### src/rtl/drv_pkg.sv
// Shared types and constants for the gate drive stage: leg state encoding, default widths
// and the parameter-RAM addresses that feed dead time and OCD threshold.
package drv_pkg;

    localparam int unsigned DefDtBits  = 8;
    localparam int unsigned DefCurBits = 16;

    // Parameter RAM scan addresses; keep in step with the register defines.
    localparam logic [7:0] ADDR_DEADTIME = 8'h10;
    localparam logic [7:0] ADDR_OCD      = 8'h11;

    typedef enum logic [2:0] {
        StOff,
        StDtHi,
        StHi,
        StDtLo,
        StLo
    } leg_state_t;

endpackage

### src/rtl/deadtime_leg.sv
// One half-bridge leg: complementary gate FSM with a dead-time counter between
// high-side and low-side conduction.
module deadtime_leg
    import drv_pkg::*;
#(
    parameter int unsigned DT_BITS = DefDtBits
) (
    input  logic               clk,
    input  logic               rst,
    input  logic               kill,
    input  logic               pwm,
    input  logic [DT_BITS-1:0] deadtime,
    output logic               gate_hi,
    output logic               gate_lo
);

    leg_state_t         state_q, state_d;
    logic [DT_BITS-1:0] cnt_q, cnt_d;
    logic               gate_hi_d, gate_lo_d;

    always_ff @(posedge clk or posedge rst) begin
        if (rst) begin
            state_q <= StOff;
            cnt_q   <= '0;
            gate_hi <= 1'b0;
            gate_lo <= 1'b0;
        end else begin
            state_q <= state_d;
            cnt_q   <= cnt_d;
            gate_hi <= gate_hi_d;
            gate_lo <= gate_lo_d;
        end
    end

    always_comb begin
        state_d = state_q;
        cnt_d   = cnt_q;
        if (kill) begin
            state_d = StOff;
            cnt_d   = '0;
        end else begin
            case (state_q)
                StOff: begin
                    state_d = pwm ? StDtHi : StDtLo;
                    cnt_d   = deadtime;
                end
                // Neither gate conducts in a DT state, so a reversed command simply retargets
                // and keeps counting down.
                StDtHi, StDtLo: begin
                    if (cnt_q == '0) begin
                        state_d = pwm ? StHi : StLo;
                    end else begin
                        state_d = pwm ? StDtHi : StDtLo;
                        cnt_d   = cnt_q - 1'b1;
                    end
                end
                StHi: begin
                    if (!pwm) begin
                        state_d = StDtLo;
                        cnt_d   = deadtime;
                    end
                end
                StLo: begin
                    if (pwm) begin
                        state_d = StDtHi;
                        cnt_d   = deadtime;
                    end
                end
                default: begin
                    state_d = StOff;
                    cnt_d   = '0;
                end
            endcase
        end
    end

    always_comb begin
        gate_hi_d = (state_d == StHi);
        gate_lo_d = (state_d == StLo);
    end

endmodule

### src/rtl/gate_deadtime_ocd.sv
// Complementary gate drive with per-leg dead time, plus a filtered, latched over-current
// trip that forces every leg off until cleared.
module gate_deadtime_ocd
    import drv_pkg::*;
#(
    parameter int unsigned CHANNELS   = 2,
    parameter int unsigned DT_BITS    = DefDtBits,
    parameter int unsigned CUR_BITS   = DefCurBits,
    parameter int unsigned OCD_FILTER = 4
) (
    input  logic                clk,
    input  logic                rst,
    input  logic                en,
    input  logic [CHANNELS-1:0] pwm_in,
    input  logic [DT_BITS-1:0]  deadtime,
    input  logic [CUR_BITS-1:0] ocd_thresh,
    input  logic [CUR_BITS-1:0] cur,
    input  logic                cur_val,
    input  logic                fault_clr,
    output logic [CHANNELS-1:0] gate_hi,
    output logic [CHANNELS-1:0] gate_lo,
    output logic                fault,
    output logic [7:0]          trip_cnt
);

    localparam logic [7:0] FilterMax = 8'(OCD_FILTER);

    logic [7:0] over_cnt_q, over_cnt_d;
    logic       fault_q, fault_d;
    logic [7:0] trip_cnt_q, trip_cnt_d;
    logic       trip;
    logic       kill;

    always_ff @(posedge clk or posedge rst) begin
        if (rst) begin
            over_cnt_q <= '0;
            fault_q    <= 1'b0;
            trip_cnt_q <= '0;
        end else begin
            over_cnt_q <= over_cnt_d;
            fault_q    <= fault_d;
            trip_cnt_q <= trip_cnt_d;
        end
    end

    always_comb begin
        over_cnt_d = over_cnt_q;
        if (cur_val) begin
            if (cur > ocd_thresh) begin
                if (over_cnt_q != FilterMax) begin
                    over_cnt_d = over_cnt_q + 8'd1;
                end
            end else begin
                over_cnt_d = '0;
            end
        end

        trip = (over_cnt_d == FilterMax);

        // Trip beats clear; clear only once the current has dropped back below threshold.
        fault_d = fault_q;
        if (trip) begin
            fault_d = 1'b1;
        end else if (fault_clr && (over_cnt_q == '0)) begin
            fault_d = 1'b0;
        end

        trip_cnt_d = trip_cnt_q;
        if (fault_d && !fault_q && (trip_cnt_q != 8'hff)) begin
            trip_cnt_d = trip_cnt_q + 8'd1;
        end

        kill = ~en | fault_d;
    end

    assign fault    = fault_q;
    assign trip_cnt = trip_cnt_q;

    for (genvar i = 0; i < CHANNELS; i++) begin : g_leg
        deadtime_leg #(
            .DT_BITS(DT_BITS)
        ) u_leg (
            .clk     (clk),
            .rst     (rst),
            .kill    (kill),
            .pwm     (pwm_in[i]),
            .deadtime(deadtime),
            .gate_hi (gate_hi[i]),
            .gate_lo (gate_lo[i])
        );
    end

endmodule

### config.mk
export PLATFORM = sky130hd
export DESIGN_NAME = gate_deadtime_ocd
export DESIGN_NICKNAME = d
export VERILOG_FILES = /design/src/rtl/drv_pkg.sv /design/src/rtl/deadtime_leg.sv /design/src/rtl/gate_deadtime_ocd.sv
export SDC_FILE = /design/constraint.sdc
export NUM_CORES = 1
export LEC_CHECK = 0
export CAP_MARGIN = 20
export CORE_MARGIN = 2
export CORE_UTILIZATION = 30
export DETAILED_ROUTE_END_ITERATION = 6
export PLACE_DENSITY = 0.62
export SYNTH_ARGS = -nofsm -noshare
export SYNTH_HDL_FRONTEND = slang
export SYNTH_SLANG_ARGS = --single-unit
### constraint.sdc
create_clock -name clk -period 2.95 [get_ports clk]
set_input_delay 0.59 -clock clk [delete_from_list [all_inputs] [get_ports clk]]
set_output_delay 0.59 -clock clk [all_outputs]
set_load 0.1 [all_outputs]
## Word-level counts from Yosys, hierarchy flattened

Cells that the tools add are included.

| storage, ports and cells | value |
|---|---|
| bits in writable memories | 0 |
| bits in read-only memories | 0 |
| bits in registers | 43 |
| bits in latches | 0 |
| memories | 0 |

| operators by class | value |
|---|---|
| $mul | 0 |
| add/subtract/negate cells | 4 |
| order comparisons | 1 |
| reductions and logical operators | 13 |
| div/mod/pow operators | 0 |
| shift operators | 0 |
| bitwise gates (word level) | 2 |
| muxes and demuxes | 29 |
| equality and inequality tests | 21 |

Operators by type and width:

| kind | number |
|---|---|
| $mux W8 | 11 |
| $pmux W8 S4 | 2 |
| $mux W3 | 10 |
| $logic_not A8 Y1 | 3 |
| $pmux W3 S4 | 2 |
| $eq A3 B2 Y1 const B | 6 |
| $add A8 B1 Y8 const B | 2 |
| $gt A16 B16 Y1 | 1 |
| $sub A8 B1 Y8 const B | 2 |
| $eq A3 B3 Y1 const B | 4 |
| $ne A3 B2 Y1 const B | 3 |
| $ne A3 B3 Y1 const B | 3 |
| $eq A8 B3 Y1 const B | 1 |
| $ne A8 B3 Y1 const B | 1 |
| $ne A8 B8 Y1 const B | 1 |
| $eq A3 B1 Y1 const B | 2 |
| $logic_not A3 Y1 | 2 |
| $reduce_and A3 Y1 | 2 |
| $mux W2 | 2 |
| $reduce_or A2 Y1 | 2 |
| $logic_and A1 B1 Y1 | 3 |
| $mux W1 | 2 |
| $logic_not A1 Y1 | 1 |
| $not A1 Y1 | 1 |
| $or A1 B1 Y1 | 1 |

## Logic depth before layout (Yosys ltp)

Gate-level depths: netlist of the first run.

| logic depth | value |
|---|---|
| word-level depth | 9 |
| depth in mapped cells | 11 |
| gate-level depth less buffers | 10 |

## By module

From an unflattened synthesis of the first run, not the netlist that was laid out.

| unflattened totals | value |
|---|---|
| cells, all modules | 345 |
| area, all modules | 3175.5 sq um |

By module, submodules not included:

| module | times used | area each (sq um) | seq. area each (sq um) | cells an instance |
|---|---|---|---|---|
| gate_deadtime_ocd | 1 | 1470.2 | 425.4 | 167 |
| deadtime_leg at g_leg[0].u_leg | 1 | 867.1 | 325.3 | 90 |
| deadtime_leg at g_leg[1].u_leg | 1 | 838.3 | 325.3 | 88 |

## Worst setup path after synthesis of the first run

No wires, ideal clock.

| timing | value |
|---|---|
| kind | input to register |
| from | input port ocd_thresh[15] |
| to | register trip_cnt_q[4] (netlist: trip_cnt[4]) |
| path buffers | 0 |
| slack | -0.062 ns |
| arrival time | 2.854 ns |
| cell stages on the path | 10 |
| required time | 2.791 ns |
| path through | inv_1 ha_1 nand4_4 nor4_4 o31ai_1 a2111oi_2 nand4_2 a211oi_4 nand4_1 xnor2_1 |

| between the ends | value |
|---|---|
| word-level cells in the longest chain between the ends | 7 |

RTL lines:

| element | RTL line | text |
|---|---|---|
| start, declared | gate_deadtime_ocd.sv:16 | `input logic [CUR_BITS-1:0] ocd_thresh,` |
| $gt A16 B16 Y1 | gate_deadtime_ocd.sv:49 | `if (cur > ocd_thresh) begin` |
| $mux W8 | gate_deadtime_ocd.sv:49 |  |
| $mux W8 | gate_deadtime_ocd.sv:48 | `if (cur_val) begin` |
| $eq A8 B3 Y1 | gate_deadtime_ocd.sv:58 | `trip = (over_cnt_d == FilterMax);` |
| $mux W1 | gate_deadtime_ocd.sv:62 | `if (trip) begin` |
| $logic_and A1 B1 Y1 (2 in series) | gate_deadtime_ocd.sv:69 | `if (fault_d && !fault_q && (trip_cnt_q != 8'hff)) begin` |
| end signal, assigned | gate_deadtime_ocd.sv:42 | `trip_cnt_q <= trip_cnt_d;` |
| end, declared | gate_deadtime_ocd.sv:30 | `logic [7:0] trip_cnt_q, trip_cnt_d;` |

No other way between the ends.
A chain may end at the register's enable or synchronous reset.

## Worst setup path in the final report of the first run

| timing | value |
|---|---|
| from | input port cur[2] |
| to | register trip_cnt_q[1] (netlist: trip_cnt[1]) |

| between the ends | value |
|---|---|
| word-level cells in the longest chain between the ends | 7 |

RTL lines:

| element | RTL line | text |
|---|---|---|
| start, declared | gate_deadtime_ocd.sv:17 | `input logic [CUR_BITS-1:0] cur,` |
| $gt A16 B16 Y1 | gate_deadtime_ocd.sv:49 |  |
| $mux W8 | gate_deadtime_ocd.sv:49 |  |
| $mux W8 | gate_deadtime_ocd.sv:48 |  |
| $eq A8 B3 Y1 | gate_deadtime_ocd.sv:58 |  |
| $mux W1 | gate_deadtime_ocd.sv:62 |  |
| $logic_and A1 B1 Y1 (2 in series) | gate_deadtime_ocd.sv:69 |  |

No other way between the ends.

==> run summary, run 1 <==
# IOs: 60
Prevailing post-synth register cell: dfrtp_1
Hpwl dp: 6.03 mm
Post-synth EDFFs: 0
P_leak: 0.00198 µW
Post-route cell area: 4400 µm²
Ranking of synthesized cells by area: dfrtp_1 35%, ha_1 9.3%, nand2_1 5.0%
PwrDens: 577 nW/µm²
Comb power frac: 51.4%
Met3 Use GR: 2.04%
Area Growth Syn to Fin: 41.8%
Initial antenna violation count: 0
Die width: 106 µm
Largest net degree at the start of global routing: 27
All-layer global routing usage: 15.1%
Synth cell count leaders: 43 x dfrtp_1, 41 x nand2_1, 39 x nor2_1
CTS root buffer: clkbuf_8
Top cell type's share of synthesized area: 34.7%
Depth of the most critical reg-to-reg path: 10
Most frequent cell after synthesis: dfrtp_1
First-pass GRT wire length: 14.1 mm
Post-DR wirelength/cell: 14.8 µm
Cell Area, Synth: 3100 µm²
Worst setup path class: in2reg
First-pass DRT Iterations: 5
Die area: 11,200 µm²
Initial DRC Count: 238
Hold-fix buffers, CTS: 0
Filler cells: 1,030
Pwr Total: 2540 µW
DRC viols: 0
Min-Delay Path Class: reg2reg
Fin crit period: 2.84 ns
Total grt overflow: 0
ANT nets after route: 0
Worst R2R End: g_leg[0].u_leg.gate_lo$_DFF_PP0_
Max Cap Viol: 0
Layout cell share with drive strength beyond 1: 27.7%
Hold Vio Cnt, Final: 0
Period utilization: 96.2%
Register area share after synthesis: 34.7%
Setup WS pre-CTS: -0.637 ns
Final Max Tran Viols: 0
Vias per cell: 5.19
Crit end category: register
Worst Setup EP: trip_cnt[1]$_DFFE_PP0P_
Slew HR: 37.8%
F_max: 352 MHz
Actual slew at the worst max-slew pin: 0.930 ns
FFs w/ async S/R, synth: 100%
Post-synth top area cell: dfrtp_1
Peak VDD IR: 0.555 mV
Status: complete, no violations
Longest Clk Path Bufs: 2
ANT cells: 0
CTS buffer count: 5
Layout Skew: 0.00967 ns
Global-route met1 utilization: 20.5%
Clock network fraction of total power: 15.7%
R2R setup slack: 0.21 ns
Critical path startpoint category: primary input
Synth Area per Inst: 8.32 µm²
Origin of the critical flop-to-flop path: over_cnt_q[0]$_DFF_PP0_
Final wirelength: 8.79 mm
Cells after Synth: 373
Switching power of the nets: 1140 µW
H-tree depth: 2
Internal: 1400 µW
# rows: 37
Count of distinct cell types in the synthesized netlist: 55
CTS tree: done
DR vias: 3,081
Die Ht: 106 µm
Port Buffers: 59
Yosys warns: 0
Clk_lat worst skew: 0.30 ns
Switching share of power: 44.9%
Synthesized Nets: 443
Vias in the first global route: 2,951
# setup viols final: 0
Yosys reg bits: 43
Final GP Congestion: 0.851
Reg power frac: 32.9%
Worst path arrival time: 3.03 ns
Met2 Track Usage GR: 25.6%
Core box area: 10,200 µm²
Busiest grt layer: met2
Clock transition at path regs: 0.09 ns
Nets: 527
Starting Density: 30.5%
Worst Path Max Fanout: 7
Setup WS post-layout: 0.111 ns
Crit path from: cur[2]
Worst path required time: 3.14 ns
Number of clock sinks: 43
Dpl cell area: 3880 µm²
[cells in the final DEF (no fill, tap or decap), types with 12 or more instances in the layout]
master / netlist / routed
clkdlybuf4s50_1: 0 / 14
o21ai_0: 26 / 25
a22oi_1: 12 / 12
a21oi_1: 26 / 25
dfrtp_1: 43 / 42
nor2_1: 39 / 39
buf_4: 4 / 39
inv_2: 0 / 14
inv_1: 34 / 18
nand2_1: 41 / 40
ha_4: 0 / 15
[cell type report]
type,instances,area [µm²],share of cell area [%]
clock inverters,3,23.8,0.540
well taps,136,170,3.87
repair buffers,93,795,18.1
inverters,34,130,2.96
flip-flops and latches,43,1080,24.5
clock buffers,5,68.8,1.56
multi-input cells,280,2140,48.5
[per-stage QoR]
stage | std cells | hold WS, ns | utilization (%) | TNS [ns]
global placement | 569 | 0.486 | 38.1 | -16.47
finish | 594 | 0.505 | 43.2 | 0
floorplan | 373 | 0.482 | - | 0
global route | 594 | 0.530 | 43.2 | -0.0586
CTS | 587 | 0.512 | 41.3 | 0
detailed placement | 569 | 0.498 | 38.1 | -17.14
[per-layer routing]
| metal | vias to the layer above | wire, µm |
|---|---|---|
| met1 | 1488 | 3910 |
| li1 | 1499 | - |
| met3 | 12 | 287 |
| met2 | 82 | 4470 |
| met4 | 0 | 119 |
| met5 | - | 0 |
[timing repair]
item | in CTS | in global routing
pin swaps | 25 | 23
gates cloned | 0 | 3
gates resized for setup | 88 | 45
endpoints found under the setup margin | 34 | 33
setup buffers | 10 | 5
[flip-flops by register name, summed over array words and instances, names as in the netlist]
register	count
g_leg.u_leg.cnt_q	16
over_cnt_q	8
trip_cnt	8
g_leg.u_leg.state_q	6
g_leg.u_leg.gate_hi	2
g_leg.u_leg.gate_lo	2
fault	1
[worst max-delay path, stage by stage]
cell             delay [ns]
clkdlybuf4s15_1        0.21
ha_4                   0.28
nand4_1                0.17
nor4_4                 0.36
buf_4                  0.20
a211oi_4               0.04
a2111oi_4              0.34
nand4_4                0.17
a211oi_4               0.23
buf_6                  0.15
mux2_4                 0.30
[power groups by stage]
stage	Sequential (µW)	Clock, µW	Combinational (µW)
6_report	834	399	1310
5_1_grt	855	433	1450
4_1_cts	830	411	1190
3_5_place_dp	841	0	1150
3_3_place_gp	836	0	1130
2_1_floorplan	896	0	798
[worst min-delay path by stage]
stage,cells past startpoint,start,slack [ns],end
finish,1,trip_cnt[5]$_DFFE_PP0P_,0.50,trip_cnt[5]$_DFFE_PP0P_
floorplan,2,g_leg[1].u_leg.cnt_q[6]$_DFFE_PP0P_,0.48,g_leg[1].u_leg.cnt_q[6]$_DFFE_PP0P_
detailed placement,1,trip_cnt[5]$_DFFE_PP0P_,0.50,trip_cnt[5]$_DFFE_PP0P_
global placement,1,trip_cnt[5]$_DFFE_PP0P_,0.49,trip_cnt[5]$_DFFE_PP0P_
CTS,1,trip_cnt[5]$_DFFE_PP0P_,0.51,trip_cnt[5]$_DFFE_PP0P_
global route,1,trip_cnt[5]$_DFFE_PP0P_,0.53,trip_cnt[5]$_DFFE_PP0P_
[logic make-up after synthesis]
| group | share of synthesized area (%) |
|---|---|
| AND/OR/NAND/NOR | 24.1 |
| AO/OA/AOI/OAI | 22.0 |
| buffers and inverters | 6.93 |
| flip-flops | 34.7 |
| adder cells (fa/ha/maj) | 9.27 |
| XOR/XNOR | 2.26 |
| multiplexers | 0.685 |
Power figures use the tool's default switching activity.
==> inputs of run 2 (changes only) <==
- REMOVE_ABC_BUFFERS: unset -> 1
==> run summary, run 2 (synthesized netlist as in run 1, its figures left out) <==
Hold-fix buffers, CTS: 0 (unchanged)
All-layer global routing usage: 16.1% (+0.92 points)
Peak VDD IR: 0.243 mV (-56%)
Layout Skew: 0.0112 ns (+0.00150 ns)
Die area: 11,200 µm² (unchanged)
Period utilization: 96.4% (+0.12 points)
Multi-input gate area: 2060 µm² (-3.3%)
Critical path startpoint category: primary input
Final GP Congestion: 0.859 (+1.0%)
Max FFs per register: 16 (unchanged)
Nets: 524 (-0.57%)
Initial DRC Count: 123 (-48%)
Die Ht: 106 µm (unchanged)
DRC viols: 0 (unchanged)
Slew HR: 42.0% (+4.2 points)
Worst path arrival time: 3.04 ns (about the same)
Die width: 106 µm (unchanged)
Vias in the first global route: 2,974 (+0.78%)
Post-route cell area: 4360 µm² (-1.0%)
CTS tree: done
Initial antenna violation count: 0 (unchanged)
Core box area: 10,200 µm² (unchanged)
Status: complete, no violations
Max Cap Viol: 0 (unchanged)
Number of clock sinks: 43 (unchanged)
Family with the most delay on the worst path: simple AND/OR/NAND/NOR gates
Final Max Tran Viols: 0 (unchanged)
PwrDens: 574 nW/µm² (-0.51%)
Unrepaired setup endpoints after global routing: true
P_leak: 0.00199 µW (+0.13%)
Post-DR wirelength/cell: 14.8 µm (+0.11%)
Worst path max stage delay: 0.37 ns (about the same)
Final hold slack: 0.508 ns (+0.00333 ns)
# rows: 37 (unchanged)
Largest net degree at the start of global routing: 24 (-11%)
Area Growth Syn to Fin: 40.3%
Longest Clk Path Bufs: 2 (unchanged)
Filler cells: 1,029 (-0.097%)
DR vias: 3,023 (-1.9%)
Layout cell share with drive strength beyond 1: 28.1% (+0.40 points)
Dpl cell area: 3880 µm² (-0.19%)
# setup viols final: 0 (unchanged)
Worst Path Max Fanout: 6 (-1)
Worst path cell trace: clkbuf_2 > ha_4 > nand4_1 > nor4_4 > buf_4 > a311oi_2 > a2111oi_2 > nand4_2 > a21o_1 > nand3_4 > buf_6 > bufbuf_16 > nor2_1
Vias per cell: 5.12 (-1.4%)
Clock transition at path regs: 0.09 ns (about the same)
F_max: 352 MHz (-0.12%)
Largest reg by FF count: g_leg.u_leg.cnt_q
Setup WS post-layout: 0.107 ns (-0.00355 ns)
Commonest non-fill, non-tap cells in the layout: 42 x dfrtp_1, 41 x nand2_1, 39 x nor2_1
Most common cell after layout, fill and taps aside: dfrtp_1
Actual slew at the worst max-slew pin: 0.865 ns (-0.0646 ns)
Worst path required time: 3.15 ns (about the same)
Final wirelength: 8.76 mm (-0.40%)
CP Buf/Inv Count: 4 (+1)
Min-Delay Path Class: reg2reg
Port Buffers: 59 (unchanged)
Worst setup path class: in2reg
ANT cells: 0 (unchanged)
Crit end category: register
Clk_lat worst skew: 0.30 ns (about the same)
Total grt overflow: 0 (unchanged)
Hpwl dp: 6.10 mm (+1.1%)
H-tree depth: 2 (unchanged)
First-pass GRT wire length: 14.6 mm (+3.8%)
Fin crit period: 2.84 ns (+0.00355 ns)
Crit path max-delay cell type: nor4_4
Setup WS pre-CTS: -0.671 ns (-0.0337 ns)
CTS root buffer: clkbuf_8
ANT nets after route: 0 (unchanged)
FF+latch area: 1080 µm² (unchanged)
# IOs: 60 (unchanged)
Starting Density: 30.5% (unchanged)
First-pass DRT Iterations: 4 (-1)
Hold Vio Cnt, Final: 0 (unchanged)
CTS buffer count: 5 (unchanged)
[run 2: cell types whose count changed in the layout (fill, tap and decap cells not counted), sizes merged]
cell / before / now
inv: 34 / 33
buf: 50 / 52
bufbuf: 0 / 1
clkinvlp: 2 / 0
clkdlybuf4s15: 8 / 0
clkbuf: 17 / 22
clkinv: 1 / 2
dlygate4sd2: 9 / 8
[run 2: routing by layer]
layer	routed length [µm]	track usage, %	share of wire [%]	vias to the layer above
met4	100	4.79	1.1	0
li1	-	-	-	1506
met3	292	2.60	3.3	8
met2	4270	26.5	49	61
met5	0	0	0	-
met1	4090	21.6	47	1448
[run 2: layout make-up]
type | count | area share [%]
Clock buffer | 7 | 1.98
Clock inverter | 1 | 0.201
Inverter | 34 | 2.93
Multi-Input combinational cell | 280 | 47.4
Sequential cell | 43 | 24.7
Tap cell | 136 | 3.91
Timing Repair Buffer | 90 | 18.9
[run 2: worst reg2reg max path, delay by kind of cell (launching register included)]
family / cells / cell delay (ns)
AO/OA/AOI/OAI: 3 / 0.58
flip-flops: 1 / 0.43
adder cells (fa/ha/maj): 1 / 0.27
buffers and inverters: 2 / 0.44
AND/OR/NAND/NOR: 5 / 0.98
[run 2: stage by stage]
step / instances / power, µW / setup TNS (ns) / utilization, %
after floorplan: 357 / 1670 / -0.230 / -
after global placement: 568 / 1960 / -16.37 / 38.1
after CTS: 589 / 2490 / 0 / 42.6
final: 591 / 2500 / 0 / 42.8
after global routing: 591 / 2710 / -0.152 / 42.8
after detailed placement: 568 / 1990 / -17.35 / 38.1
[run 2: what timing repair did]
action / in CTS / in global routing
pin swaps: 27 / 3
setup endpoints to repair: 34 / 32
gates resized for setup: 75 / 65
buffers inserted: 10 / 2
gates cloned: 3 / 0
[run 2: worst paths after layout]
kind | cells past startpoint | from | endpoint | slack [ns]
setup / recovery | 13 | ocd_thresh[0] | g_leg[0].u_leg.state_q[2]$_DFF_PP0_ | 0.11
hold / removal | 1 | trip_cnt[5]$_DFFE_PP0P_ | trip_cnt[5]$_DFFE_PP0P_ | 0.51
setup reg to reg | 11 | over_cnt_q[1]$_DFF_PP0_ | g_leg[0].u_leg.state_q[2]$_DFF_PP0_ | 0.18
hold reg to reg | 1 | trip_cnt[5]$_DFFE_PP0P_ | trip_cnt[5]$_DFFE_PP0P_ | 0.51
max in group asynchronous | 3 | rst | over_cnt_q[6]$_DFF_PP0_ | 1.70
min in group asynchronous | 2 | rst | fault$_DFF_PP0_ | 0.66
[run 2: where the power goes]
part           internal [µW]  switching, µW  leakage [µW]
clock                    192            218     0.0000484
combinational            513            742       0.00136
sequential               710            125      0.000576
total                   1420           1090       0.00199
==> inputs of run 3 (changes only) <==
- CORE_UTILIZATION: 30 -> 40
- CTS_BUF_LIST: unset -> sky130_fd_sc_hd__clkbuf_4 sky130_fd_sc_hd__clkbuf_8
- PLACE_DENSITY: 0.62 -> 0.75
==> run summary, run 3 (synthesized netlist as in run 1, its figures left out) <==
Hold-fix buffers, CTS: 0 (unchanged)
CTS buffer count: 5 (unchanged)
Initial antenna violation count: 0 (unchanged)
CTS tree: done
Final Max Tran Viols: 0 (unchanged)
Most common cell after layout, fill and taps aside: dfrtp_1
Layout Skew: 0.0117 ns (+0.000514 ns)
Final hold slack: 0.495 ns (-0.0126 ns)
Actual slew at the worst max-slew pin: 0.872 ns (+0.00727 ns)
Max Cap Viol: 0 (unchanged)
Crit path max-delay cell type: a211oi_4
Clock transition at path regs: 0.09 ns (about the same)
Worst setup path class: in2reg
Fin crit period: 2.89 ns (+0.0478 ns)
Clk_lat worst skew: 0.30 ns (about the same)
Port Buffers: 59 (unchanged)
Dpl cell area: 3830 µm² (-1.3%)
Post-DR wirelength/cell: 15.0 µm (+1.0%)
# IOs: 60 (unchanged)
Core box area: 7610 µm² (-25%)
F_max: 346 MHz (-1.7%)
Die Ht: 92.1 µm (-13%)
DRC viols: 0 (unchanged)
Period utilization: 98.0% (+1.6 points)
Filler cells: 674 (-34%)
Final non-filler cell total: 551 (-6.8%)
Post-route cell area: 4210 µm² (-3.3%)
Setup WS pre-CTS: -0.652 ns (+0.0192 ns)
Crit end category: register
Hold Vio Cnt, Final: 0 (unchanged)
Final wirelength: 8.25 mm (-5.8%)
Vias in the first global route: 2,985 (+0.37%)
Largest reg by FF count: g_leg.u_leg.cnt_q
Die area: 8480 µm² (-24%)
First-pass DRT Iterations: 4 (unchanged)
Worst Path Max Fanout: 7 (+1)
Status: complete, no violations
PwrDens: 608 nW/µm² (+5.9%)
Commonest non-fill, non-tap cells in the layout: 42 x dfrtp_1, 41 x nand2_1, 39 x nor2_1
DR vias: 3,067 (+1.5%)
Worst path max stage delay: 0.43 ns (+0.06 ns)
Pwr Total: 2560 µW (+2.3%)
Final GP Congestion: 0.903 (+5.1%)
Family with the most delay on the worst path: compound AO/OA/AOI/OAI gates
# rows: 32 (-14%)
ANT nets after route: 0 (unchanged)
Nets: 518 (-1.1%)
Area Growth Syn to Fin: 35.7%
All-layer global routing usage: 19.8% (+3.7 points)
Layout cell share with drive strength beyond 1: 28.1% (-0.070 points)
Hpwl dp: 5.67 mm (-7.1%)
Longest Clk Path Bufs: 2 (unchanged)
Critical path startpoint category: primary input
Worst path cell trace: clkdlybuf4s15_1 > ha_4 > nand4_4 > nor4_4 > buf_4 > a311oi_2 > a2111oi_2 > nand4_2 > a211oi_4 > mux2_4
Worst path required time: 3.14 ns (about the same)
Min-Delay Path Class: reg2reg
Max FFs per register: 16 (unchanged)
Starting Density: 40.8% (+10 points)
ANT cells: 0 (unchanged)
Vias per cell: 5.57 (+8.8%)
Setup WS post-layout: 0.0595 ns (-0.0478 ns)
Die width: 92.1 µm (-13%)
Largest net degree at the start of global routing: 44 (+83%)
Unrepaired setup endpoints after global routing: true
Initial DRC Count: 174 (+41%)
CP Buf/Inv Count: 2 (-2)
R2R setup slack: 0.18 ns (about the same)
Number of clock sinks: 43 (unchanged)
Placed cell count: 533 (-6.2%)
CTS root buffer: clkbuf_8
# setup viols final: 0 (unchanged)
Worst path arrival time: 3.08 ns (+0.04 ns)
First-pass GRT wire length: 13.8 mm (-5.5%)
Peak VDD IR: 0.356 mV (+46%)
H-tree depth: 2 (unchanged)
P_leak: 0.00196 µW (-1.2%)
Slew HR: 41.6% (-0.34 points)
Total grt overflow: 0 (unchanged)
[run 3: worst paths after layout]
check | from | endpoint | depth (start not counted)
setup reg to reg | over_cnt_q[4]$_DFF_PP0_ | trip_cnt[1]$_DFFE_PP0P_ | 7
hold reg to reg | trip_cnt[7]$_DFFE_PP0P_ | trip_cnt[7]$_DFFE_PP0P_ | 1
min in group asynchronous | rst | g_leg[0].u_leg.state_q[2]$_DFF_PP0_ | 3
max in group asynchronous | rst | over_cnt_q[0]$_DFF_PP0_ | 3
hold / removal | trip_cnt[7]$_DFFE_PP0P_ | trip_cnt[7]$_DFFE_PP0P_ | 1
setup / recovery | cur[15] | trip_cnt[1]$_DFFE_PP0P_ | 10
[run 3: per-layer routing]
layer | GRT usage, % | share of wire (%)
met1 | 26.2 | 45
met3 | 3.62 | 4.4
met2 | 33.0 | 48
met5 | 0 | 0
met4 | 5.72 | 2.3
[run 3: report_power, final]
group,switching [µW],leakage [µW],internal [µW]
clock,222,0.0000618,279
combinational,730,0.00133,500
sequential,119,0.000576,710
total,1070,0.00196,1490
[run 3: per-stage QoR]
| step | setup TNS (ns) | util (%) |
|---|---|---|
| final | 0 | 55.4 |
| after global routing | -0.165 | 55.4 |
| after CTS | 0 | 55.1 |
| after detailed placement | -17.93 | 50.3 |
| after global placement | -15.80 | 50.3 |
| after floorplan | -0.230 | - |
[run 3: layout make-up]
class	count	area (µm²)	area share, %
clock inverters	2	38.8	0.921
clock buffers	6	82.6	1.96
well taps	102	128	3.03
flip-flops and latches	43	1080	25.6
multi-input cells	280	2050	48.6
repair buffers	84	708	16.8
inverters	34	130	3.09
[run 3: repair_timing]
action / 4_1_cts / 5_1_grt
gates cloned: 2 / 0
pin swaps: 26 / 26
buffers inserted: 3 / 5
endpoints found under the setup margin: 34 / 33
resized for setup: 64 / 83
hold endpoints to repair: 0 / 0
